--- config.mk ---
export PLATFORM = sky130hd
export DESIGN_NAME = cpu_trace_encoder
export DESIGN_NICKNAME = d
export VERILOG_FILES = /design/src/rtl/cpu_trace_encoder_pkg.sv /design/src/rtl/cpu_trace_encoder_fifo.sv /design/src/rtl/cpu_trace_encoder.sv
export SDC_FILE = /design/constraint.sdc
export NUM_CORES = 1
export LEC_CHECK = 0
export CAP_MARGIN = 20
export CORE_ASPECT_RATIO = 1.75
export CORE_MARGIN = 2
export CORE_UTILIZATION = 40
export CTS_CLUSTER_SIZE = 28
export DETAILED_ROUTE_END_ITERATION = 8
export GPL_TIMING_DRIVEN = 0
export PLACE_DENSITY_LB_ADDON = 0.3
export SYNTH_ARGS = -nofsm -noshare
export SYNTH_HDL_FRONTEND = slang
export SYNTH_SLANG_ARGS = --single-unit
export TNS_END_PERCENT = 30
--- constraint.sdc ---
create_clock -name clk -period 13.4 [get_ports clk]
set_clock_uncertainty 0.1 [all_clocks]
set_input_delay 2.68 -clock clk [delete_from_list [all_inputs] [get_ports clk]]
set_output_delay 2.68 -clock clk [all_outputs]
set_load 0.005 [all_outputs]
--- src/rtl/cpu_trace_encoder_pkg.sv ---
// Shared types for the retirement trace encoder: record type codes,
// W0 field positions and the four-beat record payload.
package cpu_trace_encoder_pkg;

  localparam int unsigned WORD_W = 32;
  localparam int unsigned REC_W  = 4 * WORD_W;

  typedef enum logic [2:0] {
    TR_NONE = 3'd0,
    TR_RF   = 3'd1,
    TR_MEM  = 3'd2,
    TR_BR   = 3'd3,
    TR_JAL  = 3'd4
  } tr_type_e;

  localparam int unsigned W0_TYPE_LSB  = 29;
  localparam int unsigned W0_WADDR_LSB = 24;
  localparam int unsigned W0_WSTRB_LSB = 20;
  localparam int unsigned W0_MRD_BIT   = 19;

  // w0 is the first beat on the wire and sits in the low word
  typedef struct packed {
    logic [WORD_W-1:0] w3;
    logic [WORD_W-1:0] w2;
    logic [WORD_W-1:0] w1;
    logic [WORD_W-1:0] w0;
  } trace_rec_t;

  function automatic logic [WORD_W-1:0] make_w0(input tr_type_e rtype,
                                                input logic [4:0] waddr,
                                                input logic [3:0] wstrb,
                                                input logic       mem_read);
    logic [WORD_W-1:0] w;
    w = '0;
    w[W0_TYPE_LSB  +: 3] = rtype;
    w[W0_WADDR_LSB +: 5] = waddr;
    w[W0_WSTRB_LSB +: 4] = wstrb;
    w[W0_MRD_BIT]        = mem_read;
    return w;
  endfunction

endpackage

--- src/rtl/cpu_trace_encoder_fifo.sv ---
// Record buffer: power-of-two deep, wrapping pointers plus an occupancy count
// so full and empty are distinguishable. Push while full needs a same-cycle pop.
module trace_fifo #(
  parameter int unsigned DEPTH = 8,
  parameter int unsigned W     = 128
) (
  input  logic                       clk,
  input  logic                       resetn,
  input  logic                       push,
  input  logic                       pop,
  input  logic [W-1:0]               wdata,
  output logic [W-1:0]               rdata,
  output logic                       full,
  output logic                       empty,
  output logic [$clog2(DEPTH):0]     count
);

  localparam int unsigned AW = $clog2(DEPTH);
  localparam int unsigned CW = AW + 1;

  logic [W-1:0]  mem [DEPTH];
  logic [AW-1:0] wr_ptr;
  logic [AW-1:0] rd_ptr;
  logic          push_ok;
  logic          pop_ok;

  assign full    = (count == CW'(DEPTH));
  assign empty   = (count == '0);
  assign pop_ok  = pop && !empty;
  assign push_ok = push && (!full || pop_ok);
  assign rdata   = mem[rd_ptr];

  always_ff @(posedge clk) begin
    if (push_ok) mem[wr_ptr] <= wdata;
  end

  always_ff @(posedge clk or negedge resetn) begin
    if (!resetn) begin
      wr_ptr <= '0;
      rd_ptr <= '0;
      count  <= '0;
    end else begin
      if (push_ok) wr_ptr <= wr_ptr + AW'(1);
      if (pop_ok)  rd_ptr <= rd_ptr + AW'(1);
      case ({push_ok, pop_ok})
        2'b10:   count <= count + CW'(1);
        2'b01:   count <= count - CW'(1);
        default: count <= count;
      endcase
    end
  end

endmodule

--- src/rtl/cpu_trace_encoder.sv ---
// Packs each retiring instruction into a four-beat trace record, buffers it,
// and streams it out with valid/ready; records that find no room are counted.
module cpu_trace_encoder
  import cpu_trace_encoder_pkg::*;
#(
  parameter int unsigned FIFO_DEPTH = 8,
  parameter int unsigned CNT_W      = 16
) (
  input  logic              clk,
  input  logic              resetn,
  input  logic              commit_valid,
  input  logic [31:0]       PC,
  input  logic [31:0]       next_PC,
  input  logic              RF_wen,
  input  logic [4:0]        RF_waddr,
  input  logic [31:0]       RF_wdata,
  input  logic              MemWrite,
  input  logic              MemRead,
  input  logic [31:0]       Address,
  input  logic [3:0]        Write_strb,
  input  logic [31:0]       Write_data,
  input  logic              is_branch,
  input  logic              is_link,
  output logic              trace_valid,
  output logic [31:0]       trace_data,
  output logic              trace_last,
  input  logic              trace_ready,
  output logic              overflow,
  output logic [CNT_W-1:0]  drop_cnt
);

  localparam int unsigned AW = $clog2(FIFO_DEPTH);

  trace_rec_t    rec;
  trace_rec_t    head;
  tr_type_e      rec_type;
  logic [4:0]    rec_waddr;
  logic [3:0]    rec_wstrb;
  logic          rec_mrd;
  logic [1:0]    beat;
  logic          xfer;
  logic          pop;
  logic          drop;
  logic          fifo_full;
  logic          fifo_empty;
  logic [AW:0]   fifo_count;

  // Classify the retiring instruction; MemWrite wins over branch over link
  always_comb begin
    rec_type  = TR_RF;
    rec_waddr = '0;
    rec_wstrb = '0;
    rec_mrd   = 1'b0;
    rec       = '0;
    if (MemWrite) begin
      rec_type  = TR_MEM;
      rec_wstrb = Write_strb;
      rec.w2    = Address;
      rec.w3    = Write_data;
    end else if (is_branch) begin
      rec_type  = TR_BR;
      rec.w2    = next_PC;
    end else if (is_link) begin
      rec_type  = TR_JAL;
      rec_waddr = RF_waddr;
      rec.w2    = RF_wdata;
      rec.w3    = next_PC;
    end else begin
      rec_type  = TR_RF;
      rec_waddr = RF_wen ? RF_waddr : 5'd0;
      rec_mrd   = MemRead;
      rec.w2    = RF_wdata;
    end
    rec.w1 = PC;
    rec.w0 = make_w0(rec_type, rec_waddr, rec_wstrb, rec_mrd);
  end

  assign trace_valid = (fifo_count != '0);
  assign xfer        = trace_valid && trace_ready;
  assign pop         = trace_ready && !fifo_empty && (beat == 2'd3);
  assign drop        = commit_valid && fifo_full && !pop;
  assign trace_last  = trace_valid && (beat == 2'd3);

  trace_fifo #(
    .DEPTH (FIFO_DEPTH),
    .W     (REC_W)
  ) u_fifo (
    .clk    (clk),
    .resetn (resetn),
    .push   (commit_valid),
    .pop    (pop),
    .wdata  (rec),
    .rdata  (head),
    .full   (fifo_full),
    .empty  (fifo_empty),
    .count  (fifo_count)
  );

  // Beat select from the head record; forced to zero when nothing is buffered
  always_comb begin
    trace_data = '0;
    if (trace_valid) begin
      case (beat)
        2'd0:    trace_data = head.w0;
        2'd1:    trace_data = head.w1;
        2'd2:    trace_data = head.w2;
        default: trace_data = head.w3;
      endcase
    end
  end

  always_ff @(posedge clk or negedge resetn) begin
    if (!resetn) begin
      beat     <= '0;
      overflow <= 1'b0;
      drop_cnt <= '0;
    end else begin
      if (xfer) beat <= beat + 2'd1;
      if (drop) begin
        overflow <= 1'b1;
        if (drop_cnt != '1) drop_cnt <= drop_cnt + CNT_W'(1);
      end
    end
  end

endmodule

==> results.json, run 1 <==
{
  "synth_enable_flop_cells": 872,
  "relSlewSlack_pct": 22.4,
  "fillers": 7141,
  "cp-start-kind": "register",
  "synth_xor_area_share_pct": 0.562,
  "first_pass_iters": 5,
  "setup_tns_ns": 0,
  "place_area_um2": 40900,
  "numCtsBuffers": 79,
  "drc": 0,
  "drt_iter0_drc": 1549,
  "drive_gt1_share_pct": 23.8,
  "viasPerCell": 5.60,
  "clock_latency_ns": 0.66,
  "finalCriticalPeriod_ns": 6.81,
  "synth_fa_ha_area_share_pct": 0.384,
  "place_congestion": 0.801,
  "power.total_uw": 9130,
  "die_h_um": 400,
  "status": "complete, no violations",
  "dp_hpwl_um": 69400,
  "cts_resized": 0,
  "cap_violations": 0,
  "syn_avg_cell_area_um2": 21.6,
  "power_leakage_uw": 0.0142,
  "areaGrowthSynthToFinish_pct": 21.4,
  "synthFlopType": "edfxtp_1",
  "final_cells": 3309,
  "muxShareOfSynthArea_pct": 17.2,
  "hold_ws_ns": 0.364,
  "grt_usage_pct": 21.1,
  "synth_area_um2": 35900,
  "clock-sinks": 901,
  "yosysWarnings": 0,
  "synth_top_family_by_area": "multiplexers",
  "clkTransAtPathRegs_ns": 0.06,
  "h-tree-depth": 3,
  "cts_setup_buffers": 0,
  "grt_setup_unrepaired": "no",
  "tightestPinTransition_ns": 1.15,
  "die_w_um": 230,
  "rows": 145,
  "ant_nets": 0,
  "start_util_pct": 40.3,
  "grt_pass1_wl_um": 137000,
  "postCtsHoldBufs": 0,
  "power.density_nw_per_um2": 210,
  "totalWireLength_um": 96800,
  "ys_types": 57,
  "antenna_found_initial": 10,
  "pin_count": 229,
  "fmax_mhz": 147,
  "async_flop_share_pct": 3.22,
  "root_buffer": "clkbuf_16",
  "arrival_ns": 4.03,
  "synth-seq-cells": 901,
  "synth_compound_area_share_pct": 3.59,
  "wire_per_inst_um": 29.3,
  "period_share_pct": 50.8,
  "grt_pass1_vias": 19562,
  "vias": 18525,
  "hp-class": "reg -> reg",
  "die-area_um2": 92200,
  "dp.cells": 3156,
  "cts_tree": "yes",
  "fin_nets": 2253,
  "synth-simple-area-share_pct": 1.73,
  "report.final.slew_viol_count": 0,
  "synth_cells": 1664,
  "crit_type": "reg -> out",
  "synth_fp_nets": 1853,
  "clockBufferDepth": 3,
  "finalSetupViolCount": 0,
  "synth_seq_area_share_pct": 75.0,
  "cp_max_fo": 10,
  "required_ns": 10.62,
  "coreArea_um2": 89100,
  "hold_viol_final": 0,
  "grt_start_max_net_pins": 25,
  "grt_overflow_total": 0,
  "io_buffers": 227,
  "vdd_ir_drop_max_uv": 119,
  "fin_area_um2": 43500,
  "endpoint_kind": "output port"
}
[report_power, final]
part / total [uW] / internal, uW / switching, uW
combinational: 3150 / 1420 / 1730
clock: 2330 / 1300 / 1030
sequential: 3650 / 3540 / 109
total: 9130 / 6260 / 2870
[path summary, 6_finish.rpt]
path | cells past startpoint | slack, ns | endpoint | start
worst max-delay path | 8 | 6.59 | trace_data[20] | u_fifo.rd_ptr[1]
worst min-delay path | 1 | 0.36 | overflow | overflow
worst max register to register | 10 | 9.70 | u_fifo.mem[0][37] | beat[0]
worst min register to register | 1 | 0.36 | overflow | overflow
max in group asynchronous | 2 | 10.35 | drop_cnt[8] | resetn
min in group asynchronous | 1 | 2.32 | drop_cnt[4] | resetn
[cells by family after synthesis]
logic type      Yosys count
mux                     338
compound gates          171
flops                   901
simple gates            115
xor+xnor                 23
fa+ha+maj                11
buf+inv                 105
[registers in the layout, summed over array words and instances, names as in the netlist]
signal,flops
overflow,1
drop_cnt,16
beat,2
u_fifo.mem,872
u_fifo.wr_ptr,3
u_fifo.rd_ptr,3
u_fifo.count,4
[synth_stat cells, types with 7 or more instances]
cell type / n / area (um2)
dfrtp_1: 29 / 726
mux4_1: 10 / 263
and2_1: 11 / 68.8
nand2_1: 44 / 165
a221oi_1: 17 / 149
mux4_2: 208 / 4680
o21ai_0: 33 / 165
a221oi_2: 7 / 105
buf_2: 29 / 145
clkbuf_1: 41 / 154
o21ai_1: 19 / 95.1
mux2i_1: 103 / 1030
inv_1: 7 / 26.3
buf_4: 17 / 128
o22a_1: 19 / 166
xor2_1: 17 / 149
ha_1: 11 / 138
edfxtp_1: 872 / 26200
nor2_1: 9 / 33.8
nand3_1: 16 / 80.1
mux2_2: 14 / 158
a22o_1: 32 / 280
o21a_1: 12 / 90.1
a22oi_1: 13 / 97.6
[layout make-up]
| type | instances | area, um2 | area share, % |
|---|---|---|---|
| inverters | 8 | 30.0 | 0.0690 |
| multi-input cells | 658 | 8470 | 19.5 |
| flip-flops and latches | 901 | 26900 | 61.8 |
| diodes | 6 | 15.0 | 0.0345 |
| repair buffers | 319 | 3490 | 8.01 |
| well taps | 1176 | 1470 | 3.38 |
| clock inverters | 47 | 539 | 1.24 |
| clock buffers | 97 | 2100 | 4.82 |
| plain buffers | 97 | 507 | 1.16 |
[worst max-delay path: stages, from the launching register on]
cell and delay (ns):
dfrtp_1 0.38, buf_6 0.16, buf_6 0.19, buf_2 0.35
buf_1 0.73, nand3_1 0.18, o21a_1 0.18, a221oi_1 0.57
clkdlybuf4s50_1 0.63
[stage by stage]
step	setup WS, ns	util (%)
final	6.59	48.9
after CTS	6.46	48.8
after global placement	-7.54	44.5
after global routing	6.42	48.9
after detailed placement	7.09	45.9
after floorplan	1.87	-
[per-layer routing]
metal	up-vias	part of all wire (%)	GRT usage [%]	wire [um]
met5	-	0.052	0	50
met4	8	3.0	7.59	2920
met3	142	6.2	3.76	5990
met2	706	55	39.2	53000
met1	9832	36	24.2	34800
li1	7837	-	-	-
[cell usage in the layout (no fill, tap or decap), drive strengths merged, types with 29 or more instances in the layout]
master	n
mux2i	103
a22o	32
clkdlybuf4s50	227
o21ai	52
nand2	44
edfxtp	872
clkbuf	141
clkinv	29
buf	145
mux4	218
dfrtp	29
Note: power is estimated with default switching activity, not from simulation.
==> inputs of run 2 (changes only) <==
==> constraint.sdc (replaced) <==
create_clock -name clk -period 6.7 [get_ports clk]
set_clock_uncertainty 0.1 [all_clocks]
set_input_delay 1.34 -clock clk [delete_from_list [all_inputs] [get_ports clk]]
set_output_delay 1.34 -clock clk [all_outputs]
set_load 0.005 [all_outputs]
==> run 2 against run 1 <==
Net effect: worst hold slack improved by 0.0058 ns; via count decreased by 0.91%; combinational power increased by 100%; largest cell class unchanged; sequential share of layout area about the same; cell count decreased by 0.82%; clock power increased by 85%; critical endpoint is now trace_data[19]; critical path type unchanged.
==> results.json, run 2 (synthesis results as in run 1) <==
{
  "status": "complete, no violations",
  "hold_ws_ns": 0.370,
  "io_buffers": 227,
  "path_delay_family": "buffers and inverters",
  "start_util_pct": 40.3,
  "cts_setup_buffers": 0,
  "power.total_uw": 18000,
  "grt_use_met2_pct": 38.6,
  "drive_gt1_share_pct": 22.8,
  "cts_tree": "yes",
  "period_share_pct": 82.2,
  "vias": 18356,
  "arrival_ns": 4.07,
  "clockBufferDepth": 3,
  "power_switching_uw": 5690,
  "ant_nets": 0,
  "largest_register_ffs": 872,
  "report.final.slew_viol_count": 0,
  "busiest_layer": "met2",
  "clkTransAtPathRegs_ns": 0.07,
  "root_buffer": "clkbuf_16",
  "grt_overflow_total": 0,
  "drc": 0,
  "met1_usage_pct": 23.6,
  "final_core_util_pct": 48.9,
  "post-place-ws_ns": 1.73,
  "critical_path.slowest_cell": "buf_1",
  "relSlewSlack_pct": 27.0,
  "regArea_um2": 26900,
  "grt_setup_unrepaired": "no",
  "hp-class": "reg -> reg",
  "path_buf_inv": 5,
  "rows": 145,
  "grtUsageMet3_pct": 3.85,
  "die_w_um": 230,
  "top_regs": "u_fifo.mem (872), drop_cnt (16), u_fifo.count (4)",
  "power.density_nw_per_um2": 413,
  "numCtsBuffers": 79,
  "power_leakage_uw": 0.0142,
  "max_stage_delay_ns": 0.77,
  "fmax_mhz": 182,
  "cp_max_fo": 10,
  "final_cells": 3282,
  "layout_commonest_cell": "edfxtp_1",
  "coreArea_um2": 89100,
  "p_seq_share_pct": 40.7,
  "dp_hpwl_um": 68900,
  "dp.cells": 3135,
  "place_congestion": 0.796,
  "h-tree-depth": 3,
  "worst_slack_ns": 1.19,
  "cp-start-kind": "register",
  "finalCriticalPeriod_ns": 5.51,
  "grt_start_max_net_pins": 26,
  "grt_pass1_vias": 19648,
  "worstPathCellList": "buf_6 > buf_6 > buf_2 > buf_1 > nand3_1 > o21a_1 > a221oi_1 > clkdlybuf4s50_1",
  "layout_common_cells": "872 x edfxtp_1, 227 x clkdlybuf4s50_1, 208 x mux4_2",
  "largest_register": "u_fifo.mem",
  "endpoint_kind": "output port",
  "finalSetupViolCount": 0,
  "vdd_ir_drop_max_uv": 232,
  "p_comb_share_pct": 35.4,
  "clock-sinks": 901,
  "drt_iter0_drc": 1618,
  "power_frac_clock_pct": 24.0,
  "die-area_um2": 92200,
  "wire_per_inst_um": 29.3,
  "crit_type": "reg -> out",
  "swShare_pct": 31.7,
  "multi_input_area_um2": 8500,
  "tightestPinTransition_ns": 1.08,
  "clock_latency_ns": 0.65,
  "cts_resized": 0,
  "die_h_um": 400,
  "internal_power_uw": 12300,
  "fin_nets": 2237,
  "required_ns": 5.26,
  "grt_usage_pct": 21.0,
  "hold_viol_final": 0,
  "cap_violations": 0,
  "antenna_found_initial": 6,
  "viasPerCell": 5.59,
  "totalWireLength_um": 96300,
  "postCtsHoldBufs": 0,
  "areaGrowthSynthToFinish_pct": 21.4,
  "pin_count": 229,
  "fillers": 7175,
  "first_pass_iters": 7,
  "grt_pass1_wl_um": 136000,
  "cpMostUsedCell": "buf_6"
}
-- run 2: cell count changes in the layout (fill, tap and decap cells not counted), sizes merged --
cell,before,now
clkinvlp,5,1
buf,145,126
diode,6,2
bufinv,9,2
clkinv,29,36
-- run 2: area by class of cell --
type                            instances  share of cell area, %
Clock inverter                         43                  0.704
Buffer                                 97                   1.16
Inverter                                8                 0.0690
Antenna cell                            2                 0.0115
Sequential cell                       901                   61.8
Timing Repair Buffer                  303                   8.60
Clock buffer                           94                   4.72
Multi-Input combinational cell        658                   19.5
Tap cell                             1176                   3.38
-- run 2: path summary, 6_finish.rpt --
kind	start	end	slack, ns	cells past startpoint
max	u_fifo.rd_ptr[1]	trace_data[19]	1.19	8
min	overflow	overflow	0.37	1
max reg2reg	beat[0]	u_fifo.mem[4][81]	2.96	10
min reg2reg	overflow	overflow	0.37	1
max in group asynchronous	resetn	u_fifo.wr_ptr[2]	4.98	2
min in group asynchronous	resetn	drop_cnt[10]	0.97	1
-- run 2: per-layer routing --
metal  wire length [um]  vias to the layer above
met1              35200                     9729
met2              51900                      649
li1                   -                     7807
met4               3940                       10
met5                 60                        -
met3               5160                      161
-- run 2: through the flow --
stage / TNS (ns) / area, um2
final: 0 / 43500
after global routing: 0 / 43500
after CTS: 0 / 43400
after detailed placement: 0 / 41100
after global placement: -5005.48 / 39600
after floorplan: -182.19 / 35900
-- run 2: power groups by stage --
stage	sequential [uW]	clock, uW	combinational, uW
2_1_floorplan	7460	0	3600
5_1_grt	7360	4570	6710
4_1_cts	7310	4390	6490
3_5_place_dp	7430	0	6470
3_3_place_gp	7650	0	5990
6_report	7310	4300	6360
